==> src/rtl/seg7_capture.sv <==
// Receive side of a 7-segment bus: synchronise, debounce and decode
// the segment pattern into a hex digit on a ready/valid output.
module seg7_capture #(
    parameter int STABLE_CYCLES = 4,
    parameter bit ACTIVE_LOW    = 1'b0
) (
    input  logic       clk,
    input  logic       rst,
    input  logic [6:0] seg_in,
    input  logic       out_ready,
    input  logic       clr_ovf,
    output logic [3:0] out_digit,
    output logic [6:0] out_raw,
    output logic       out_valid,
    output logic       ovf,
    output logic       bad_pulse,
    output logic [7:0] bad_count
);

    localparam logic [7:0] LP_STABLE = 8'(STABLE_CYCLES);
    localparam logic [6:0] LP_INV    = {7{ACTIVE_LOW}};

    logic [6:0] r_s1;
    logic [6:0] r_s2;
    logic [6:0] r_cand;
    logic [7:0] r_cnt;
    logic       r_acc;
    logic [6:0] r_last;
    logic [3:0] r_digit;
    logic [6:0] r_raw;
    logic       r_valid;
    logic       r_ovf;
    logic       r_bad_pulse;
    logic [7:0] r_bad_count;

    logic       w_hit;
    logic [3:0] w_dig;
    logic       w_accept;
    logic       w_new;
    logic       w_emit;
    logic       w_bad;
    logic       w_xfer;
    logic       w_drop;

    always_comb begin
        w_hit = 1'b1;
        w_dig = 4'h0;
        case (r_cand)
            7'h3F: w_dig = 4'h0;
            7'h06: w_dig = 4'h1;
            7'h5B: w_dig = 4'h2;
            7'h4F: w_dig = 4'h3;
            7'h66: w_dig = 4'h4;
            7'h6D: w_dig = 4'h5;
            7'h7D: w_dig = 4'h6;
            7'h07: w_dig = 4'h7;
            7'h7F: w_dig = 4'h8;
            7'h6F: w_dig = 4'h9;
            7'h77: w_dig = 4'hA;
            7'h7C: w_dig = 4'hB;
            7'h39: w_dig = 4'hC;
            7'h5E: w_dig = 4'hD;
            7'h79: w_dig = 4'hE;
            7'h71: w_dig = 4'hF;
            default: w_hit = 1'b0;
        endcase
    end

    // One acceptance per stable run; repeats of the last pattern are ignored
    assign w_accept = (r_cnt == LP_STABLE) && !r_acc;
    assign w_new    = w_accept && (r_cand != r_last);
    assign w_emit   = w_new && w_hit;
    assign w_bad    = w_new && !w_hit && (r_cand != 7'h00);
    assign w_xfer   = r_valid && out_ready;
    assign w_drop   = w_emit && r_valid && !w_xfer;

    always_ff @(posedge clk) begin
        if (rst) begin
            r_s1        <= '0;
            r_s2        <= '0;
            r_cand      <= '0;
            r_cnt       <= '0;
            r_acc       <= 1'b0;
            r_last      <= '0;
            r_digit     <= '0;
            r_raw       <= '0;
            r_valid     <= 1'b0;
            r_ovf       <= 1'b0;
            r_bad_pulse <= 1'b0;
            r_bad_count <= '0;
        end else begin
            r_s1 <= seg_in ^ LP_INV;
            r_s2 <= r_s1;

            if (r_s2 != r_cand) begin
                r_cand <= r_s2;
                r_cnt  <= 8'd1;
                r_acc  <= 1'b0;
            end else begin
                if (r_cnt < LP_STABLE) begin
                    r_cnt <= r_cnt + 8'd1;
                end
                if (w_accept) begin
                    r_acc <= 1'b1;
                end
            end

            if (w_new) begin
                r_last <= r_cand;
            end

            if (w_emit && (!r_valid || w_xfer)) begin
                r_digit <= w_dig;
                r_raw   <= r_cand;
                r_valid <= 1'b1;
            end else if (w_xfer) begin
                r_valid <= 1'b0;
            end

            // A new overflow beats a simultaneous clear
            if (w_drop) begin
                r_ovf <= 1'b1;
            end else if (clr_ovf) begin
                r_ovf <= 1'b0;
            end

            r_bad_pulse <= w_bad;
            if (w_bad && (r_bad_count != 8'hFF)) begin
                r_bad_count <= r_bad_count + 8'd1;
            end
        end
    end

    assign out_digit = r_digit;
    assign out_raw   = r_raw;
    assign out_valid = r_valid;
    assign ovf       = r_ovf;
    assign bad_pulse = r_bad_pulse;
    assign bad_count = r_bad_count;

endmodule

==> config.mk <==
export PLATFORM = sky130hd
export DESIGN_NAME = seg7_capture
export DESIGN_NICKNAME = d
export VERILOG_FILES = /design/src/rtl/seg7_capture.sv
export SDC_FILE = /design/constraint.sdc
export NUM_CORES = 1
export LEC_CHECK = 0
export CORE_MARGIN = 4
export CORE_UTILIZATION = 53
export DETAILED_ROUTE_END_ITERATION = 12
export PLACE_DENSITY = 0.84
export SYNTH_ARGS = -nofsm -noshare
export SYNTH_HDL_FRONTEND = slang
export SYNTH_SLANG_ARGS = --single-unit
==> constraint.sdc <==
create_clock -name clk -period 3.3 [get_ports clk]
set_input_delay 0.66 -clock clk [delete_from_list [all_inputs] [get_ports clk]]
set_output_delay 0.66 -clock clk [all_outputs]
set_load 0.1 [all_outputs]
==> results of run 1 <==
[flip-flops by register name, indices dropped and copies added, names as in the netlist]
name,flops
bad_count,8
ovf,1
out_digit,4
out_valid,1
r_acc,1
r_s2,7
out_raw,7
r_last,7
r_cand,7
bad_pulse,1
r_s1,7
r_cnt,8
[cell usage after synthesis, drive strengths merged (2+ instances only)]
library cell  number
nor2              24
and2               6
nand2b             3
o32a               2
nand2             10
nand3             10
nand4              3
or4                7
xor2               4
o21ai              6
buf               10
nor3               6
o31ai              7
clkbuf             8
xnor2             12
nor3b              2
a311oi             2
ha                 3
or2                2
nor4               3
o21a               2
inv                7
a21oi             17
dfxtp             59
nand4b             2
nor2b             29
mux2i             15
[per-layer routing]
| layer | vias up | track usage [%] | routed length [um] |
|---|---|---|---|
| met1 | 923 | 21.2 | 2280 |
| met3 | 16 | 5.16 | 261 |
| met4 | 0 | 13.8 | 215 |
| met2 | 61 | 27.1 | 2280 |
| li1 | 1022 | - | - |
| met5 | - | 0 | 0 |
[cell families (layout without fill, tap and decap cells)]
kind of cell / Yosys count / count (layout)
simple gates: 111 / 111
buf+inv: 25 / 57
flops: 59 / 59
fa+ha+maj: 3 / 3
xor+xnor: 16 / 16
compound gates: 46 / 46
mux: 15 / 15
[worst paths after layout]
check	start	end	slack, ns	depth (start not counted)
max	r_cand[0]$_SDFFE_PP0P_	out_digit[1]$_SDFFE_PP0P_	0.61	6
max reg2reg	r_cand[0]$_SDFFE_PP0P_	out_digit[1]$_SDFFE_PP0P_	0.61	6
min reg2reg	r_s1[0]$_SDFF_PP0_	r_s2[0]$_SDFF_PP0_	0.44	1
min	r_s1[0]$_SDFF_PP0_	r_s2[0]$_SDFF_PP0_	0.44	1
[stage by stage]
stage	setup WS [ns]	cell area [um2]	total power, W	hold WS (ns)
after CTS	0.572	3140	0.00160	0.440
after floorplan	1.07	2630	0.000797	0.414
after global routing	0.432	3140	0.00165	0.458
final	0.606	3140	0.00159	0.436
after detailed placement	0.598	2890	0.000817	0.426
after global placement	0.677	2890	0.000815	0.418
[worst register-to-register path, cell delays in order (launching register included)]
cell                        delay [ns]
sky130_fd_sc_hd__dfxtp_1          0.67
sky130_fd_sc_hd__nand2_1          0.18
sky130_fd_sc_hd__a2111oi_0        0.53
sky130_fd_sc_hd__a21oi_1          0.19
sky130_fd_sc_hd__a311oi_4         0.66
sky130_fd_sc_hd__nor2_1           0.10
sky130_fd_sc_hd__a311oi_1         0.26
[layout by cell type, fill, tap and decap left out, drive strengths merged, types with 2 or more instances in the layout]
| cell type | count |
|---|---|
| dfxtp | 59 |
| nor2b | 29 |
| buf | 25 |
| nor2 | 24 |
| a21oi | 17 |
| mux2i | 15 |
| clkbuf | 13 |
| xnor2 | 12 |
| nand3 | 10 |
| nand2 | 10 |
| clkdlybuf4s50 | 9 |
| inv | 7 |
| o31ai | 7 |
| or4 | 7 |
| nor3 | 6 |
| and2 | 6 |
| o21ai | 6 |
| xor2 | 4 |
| nand4 | 3 |
| nand2b | 3 |
| ha | 3 |
| nor4 | 3 |
| or2 | 2 |
| nor3b | 2 |
| nand4b | 2 |
| o32a | 2 |
| bufinv | 2 |
| o21a | 2 |
| a311oi | 2 |
[layout make-up]
class                           instances  area share [%]
Clock buffer                           13            5.70
Clock inverter                          3            2.15
Inverter                                7           0.837
Multi-Input combinational cell        191            42.3
Sequential cell                        59            37.6
Tap cell                               67            2.67
Timing Repair Buffer                   34            8.76
[power breakdown]
group          switching, W  internal (W)   total, W
Sequential        0.0000142      0.000725   0.000739
Combinational     0.0000287     0.0000335  0.0000622
Clock              0.000278      0.000507   0.000785
Total              0.000321       0.00127    0.00159
==> results.md, run 1 <==
Placement:
- The count of input and output buffers is 32.
- The placer congestion estimate is 0.866.
- The half-perimeter wire length after detailed placement is 3.36 mm.
- The number of placed instances, taps included, is 358.

Critical path:
- The number of buffers and inverters on the critical path is 0.
- The critical path arrival is 2.94 ns.
- The endpoint required time on the critical path is 3.55 ns.
- The startpoint type of the worst setup path is a flop.
- By startpoint and endpoint, the worst setup path is classified as flop to flop.
- Walking the worst path, the cells encountered are nand2_1 -> a2111oi_0 -> a21oi_1 -> a311oi_4 -> nor2_1 -> a311oi_1.
- In this run the worst path has a maximum fanout of 16.
- The cell with the largest stage delay on the worst path is sky130_fd_sc_hd__dfxtp_1.
- The type of element capturing the critical path is a flop.
- The largest single stage delay on the critical path is 0.67 ns.
- The gate family responsible for the most delay along the worst path is compound AO/OA/AOI/OAI gates.

CTS:
- The post-cts resize count is 0.
- The TritonCTS sink count is 59.
- For the worst-skew pair, the clock arrives at the later sink with an insertion delay of 0.34 ns.
- Clock-pin slew was measured on the worst setup and hold paths at 0.07 ns.
- The number of buffers inserted by hold repair at cts is 0.
- TritonCTS built the clock tree.
- The root buffer selected by CTS is sky130_fd_sc_hd__clkbuf_8.
- No sink is reached through more buffers than the 2 on the longest clock path.
- Buffers inserted during clock tree synthesis total 9.
- Once the clock tree was built, the setup fixing pass inserted 0 buffers.
- The H-tree was split into 3 levels.

STA:
- The final clock skew is between 0.006 and 0.007 ns.
- In the final timing run, aggregate negative setup slack is 0 ns.
- The count of endpoints failing hold in the final timing report came to 0.
- The number of pins exceeding their max-slew limit in the final report came to 0.
- The worst path in the final design needs a cycle of around 2.7 ns, including I/O delays and setup.
- Headroom to the max-slew limit came out at 49.7%.
- At the pin with the least slew margin, the transition time is 0.754 ns.
- Derived from the worst setup path, the maximum achievable clock frequency is about 370 MHz.
- Setup violations remaining at the end of the flow were counted as 0.
- Dividing the final minimum period by the clock period gives 81.6%.
- Setup repair after global routing left no endpoint under its margin.

Synthesis:
- The largest family of logic cells by synthesized area is simple AND/OR/NAND/NOR gates.
- Sorting the synthesized cells by area gives the leading types as sky130_fd_sc_hd__dfxtp_1 (45%), sky130_fd_sc_hd__nor2b_1 (6.9%), sky130_fd_sc_hd__mux2i_1 (5.7%).
- The fraction of the yosys area taken by sequential cells is 44.8%.
- Summing the areas of all compound-gate instances in the mapped netlist gives about an eighth of the synthesized area.
- The synthesized design devotes to its leading area cell type between 40% and 50% of total area.
- The number of nets in the synthesized netlist is 289.
- After Yosys synthesis, and, or, nand and nor cells account for 24.6% of the synthesized area.
- The synthesized netlist devotes between 5 and 6% of its cell area to XOR and XNOR gates.
- The flop and latch count out of synthesis is 59.
- The synthesized instance count is roughly 280.
- The total number of yosys warnings is 0.
- The mean cell area of the mapped netlist is around 9.6 um2.
- Counting flops with an async set or reset pin after synthesis yields a share of 0%.
- The netlist uses between 40 and 50 different library cells.
- The largest total area in the synthesized netlist belongs to sky130_fd_sc_hd__dfxtp_1.
- Summing every instance area after synthesis gives 2630 um2.
- The most used flip-flop cell after synthesis is sky130_fd_sc_hd__dfxtp_1.
- In the synthesized netlist, mux cells make up 5.70% of the area.
- The fraction of the mapped netlist area in adder cells is 1.43%.
- The number of flops mapped to enable cells by yosys is 0.

Die:
- The y dimension of the die is slightly below 80 um.
- The cell row count is 25.
- The die width is 78.5 um.
- For this configuration, the core starts out at a cell density of 55.4%.
- The core area is 4750 um2.
- The floorplan step defined a die boundary enclosing 6160 um2.
- The number of ports placed on the die boundary is 33.

Drt:
- Once detail routing completed, the nets flagged for antenna violations numbered 0.
- The number of design rule violations left after detail routing is 0.
- Dividing the detail-routed via count by the number of cells gives ~5.4.
- In this run, the number of DRC markers left after iteration 0 of detailed routing was 225.
- After detailed routing, the average wire length per cell comes to between 10 and 15 um.
- The total wirelength of the detailed-routed design is around 5 mm.
- The number of search-and-repair iterations in the first detailed-routing pass is 4.
- The vias after detailed routing is 2022.

Pwr:
- Power spread over the standard cell area amounts to 505 nW/um2.
- The largest vdd supply drop is 0.329 mV.
- The reported leakage power is 1.18 nW.

GRT:
- Global routing used 17.9% of the available tracks across all layers.
- Entering global routing, the biggest net connects 33 pins.
- The number of global-route vias before repair is approximately 1.9k.
- Global routing finished with a remaining overflow of 0.
- The first global-routing pass estimated between 8 and 9 mm of wire.
- The number of antenna violations at the first check in global routing is 0.

Job:
- Across the run, the number of max-cap violations was 0.

Finish:
- The fraction of layout instances using a drive strength above 1 is 17.3%.
- The filler cells instantiated in the layout total between 400 and 500.
- The net count of the finished layout is 316.
- The utilization of the core after routing is 66.1%.
- The sequential standard cell area is about 1200 um2.
- The count of cells in the finished layout, fillers not included, comes to 374.
- The area taken by multi-input logic gates is 1330 um2.
- The number of antenna diodes in the final layout is 0.
- Compared with the post-synthesis result, the final layout area differs by 19.2%.

Min path:
- In this run the worst hold path is classified as flop to flop.

Outcome:
- The run finished with clean final reports.
(Power assumes the default switching activity.)
==> run 2: changes to the inputs <==
Clock period 3.3 ns to 2.74 ns, I/O delays scaled along.
==> results.md, run 2 (synthesis gave the netlist of run 1 again) <==
CTS:
- The number of buffers inserted during clock tree synthesis is 9.
- At the later pin of the worst-skew pair, clock insertion delay measures 0.34 ns.
- The count of buffers added by post-CTS timing repair for setup is 0.
- After clock tree synthesis, the flow added hold-fix buffers numbering 0.
- The root buffer selected by CTS is sky130_fd_sc_hd__clkbuf_8.
- The TritonCTS sink count is 59.
- The clock passes through at most 2 buffers.
- The clock tree from TritonCTS is yes.
- The H-tree was split into 3 levels.
- The clock transition at the registers of the reported paths is 0.06 ns.

Die:
- The initial core utilization is 55.4%.
- Pin placement for this block handled 33 I/O pins.
- The floorplan step defined a die boundary enclosing 6160 um2.
- The die width is 78.5 um.
- The core region is 4750 um2.
- The cell row count is 25.
- The die is 78.5 um tall.

GRT:
- The number of global-route vias before repair is 1959.
- The number of antenna violations at the first check in global routing is 0.
- Global routing consumed, over all layers together, roughly 19% of the routing resources.
- The wire length of the first global-routing pass is 8.88 mm.
- Summed over all layers, the global routing overflow is 0.
- The pin count of the biggest net entering global routing is 29.

Drt:
- The vias after detailed routing is around 2k.
- In the routed design, unresolved DRC markers number 0.
- The violation count after the first detailed-routing iteration is about 170.
- The detail route stage leaves a number of antenna-violating nets equal to 0.
- Using the TritonRoute via totals, the vias-per-cell ratio works out to 5.40.
- The total wirelength of the detailed-routed design is 5.15 mm.
- The wire length per cell is 13.6 um.
- The number of search-and-repair iterations in the first detailed-routing pass is 4.

Finish:
- The most frequent standard cell in the layout excluding fill and tap cells is sky130_fd_sc_hd__dfxtp_1.
- Compared with the post-synthesis result, the final layout area differs by 19.9%.
- 0 antenna diodes ended up in the layout.
- Summing all non-filler instances in the final layout gives an area of 3160 um2.
- At the end of the flow, the number of nets in the layout was 322.
- Leaving out fill and tap cells, the most frequent cells in the layout are sky130_fd_sc_hd__dfxtp_1 (56), sky130_fd_sc_hd__nor2b_1 (29), sky130_fd_sc_hd__buf_4 (29).
- The fraction of layout instances using a drive strength above 1 is 19.6%.

STA:
- The remaining max-slew budget at the tightest pin is between 60 and 70%.
- The count of endpoints failing hold in the final timing report is 0.
- After routing, the total negative slack on setup checks comes to 0 ns.
- The worst slack on hold paths is 0.434 ns.
- The routed design could run at a clock period as short as 2.56 ns.
- Setup slack on the critical path of the routed design comes to between 0.15 and 0.2 ns.
- The final critical path takes up approximately 93% of the cycle.
- Setup repair after global routing left no endpoint under its margin.
- Setup violations remaining at the end of the flow were counted as 0.
- Timing would allow up to 391 MHz.
- The number of pins exceeding their max-slew limit in the final report came to 0.
- The final clock skew is between 0.006 and 0.007 ns.
- For the pin with the worst max-slew slack, the measured transition is 0.559 ns.

Placement:
- The post-placement cell area is about 3000 um2.
- The placer congestion estimate is around 0.91.
- The half-perimeter wire length after detailed placement is 3.43 mm.
- The minimum setup slack after placement is about 0.23 ns.
- Buffers placed on the I/O ports in this run total 32.

Pwr:
- Net switching is 22.0% of the power.
- The largest vdd supply drop is 0.500 mV.
- The share of total power dissipated in the clock network is 45.1%.
- The sequential group share of total power is 50.3%.
- Summed over all cells, the static leakage comes to 1.19 nW.
- The proportion of power drawn by combinational gates is 4.6%.
- The power density over cell area is 559 nW/um2.
- The switching power of the nets is 0.000389 W.
- The internal portion of the total power is around 0.0014 W.

Min path:
- The tightest min-delay check is of the flop to flop type.

Critical path:
- For this run, the slowest stage of the critical path takes 0.67 ns.
- Of all nets on the critical path, the largest fanout is 14.
- The cell with the largest stage delay on the worst path is sky130_fd_sc_hd__dfxtp_1.
- The signal on the critical path passes through nor2_1 -> a32oi_1 -> o221a_4 -> nand3_1 -> or4_1 -> a21oi_1.
- The worst setup path is of the flop to flop kind.
- The endpoint required time on the critical path is 3.00 ns.
- The worst setup path is launched from a flop.
- For the worst setup path, the data arrival time is 2.82 ns.
- The type of element capturing the critical path is a flop.

Outcome:
- The flow ran to the end, and the final reports show no timing, DRC or antenna violations.

Job:
- Across the run, the number of max-cap violations was 0.
-- run 2: cell types whose count changed in the layout (fill, tap and decap cells not counted) --
cell,previous run,this run
sky130_fd_sc_hd__buf_4,24,29
sky130_fd_sc_hd__clkbuf_8,13,11
sky130_fd_sc_hd__buf_12,0,1
sky130_fd_sc_hd__bufinv_16,2,1
sky130_fd_sc_hd__dfxtp_2,0,3
sky130_fd_sc_hd__dfxtp_1,59,56
sky130_fd_sc_hd__clkinvlp_4,1,2
sky130_fd_sc_hd__clkinv_2,0,1
-- run 2: worst paths after layout --
check	slack [ns]	startpoint	cells after the start	to
worst min register to register	0.43	r_s1[3]$_SDFF_PP0_	1	r_s2[3]$_SDFF_PP0_
worst max register to register	0.18	r_cand[6]$_SDFFE_PP0P_	6	bad_count[7]$_SDFFE_PP0P_
worst min-delay path	0.43	r_s1[3]$_SDFF_PP0_	1	r_s2[3]$_SDFF_PP0_
worst max-delay path	0.18	r_cand[6]$_SDFFE_PP0P_	6	bad_count[7]$_SDFFE_PP0P_
-- run 2: routing by layer --
layer	GRT usage (%)	share of wire [%]	vias to the layer above
met1	22.3	45	940
met2	28.2	46	65
li1	-	-	1027
met4	12.4	3.1	0
met5	0	0	-
met3	6.08	5.3	15
-- run 2: layout make-up --
cell class,count,area (um2)
clock buffer,11,151
clock inverter,4,50.0
fill,391,1600
inverter,7,26.3
multi-input combinational,191,1330
sequential,59,1180
tap,67,83.8
timing repair buffer,40,333
-- run 2: power groups by stage --
stage / clock network (W) / logic [W] / registers [W]
after floorplan: 0 / 0.0000620 / 0.000898
after global placement: 0 / 0.0000793 / 0.000905
after detailed placement: 0 / 0.0000816 / 0.000906
after CTS: 0.000816 / 0.0000821 / 0.000887
after global routing: 0.000858 / 0.0000899 / 0.000889
final: 0.000797 / 0.0000816 / 0.000888
-- run 2: what timing repair did --
| action | in CTS | in global routing |
|---|---|---|
| endpoints found under the setup margin | 0 | 3 |
| gates resized for setup | 0 | 3 |
| hold endpoints to repair | 0 | 0 |
-- run 2: through the flow --
step                      std cells  total power, W  utilization, %
after floorplan                 275        0.000960               -
after global placement          364        0.000984            62.1
after detailed placement        364        0.000988            62.1
after CTS                       379         0.00179            66.3
after global routing            379         0.00184            66.4
final                           379         0.00177            66.4
-- run 2: critical path, delay by kind of cell, from the launching register on --
family	cells	cell delay [ns]
compound gates	3	0.78
simple gates	3	1.02
flops	1	0.67
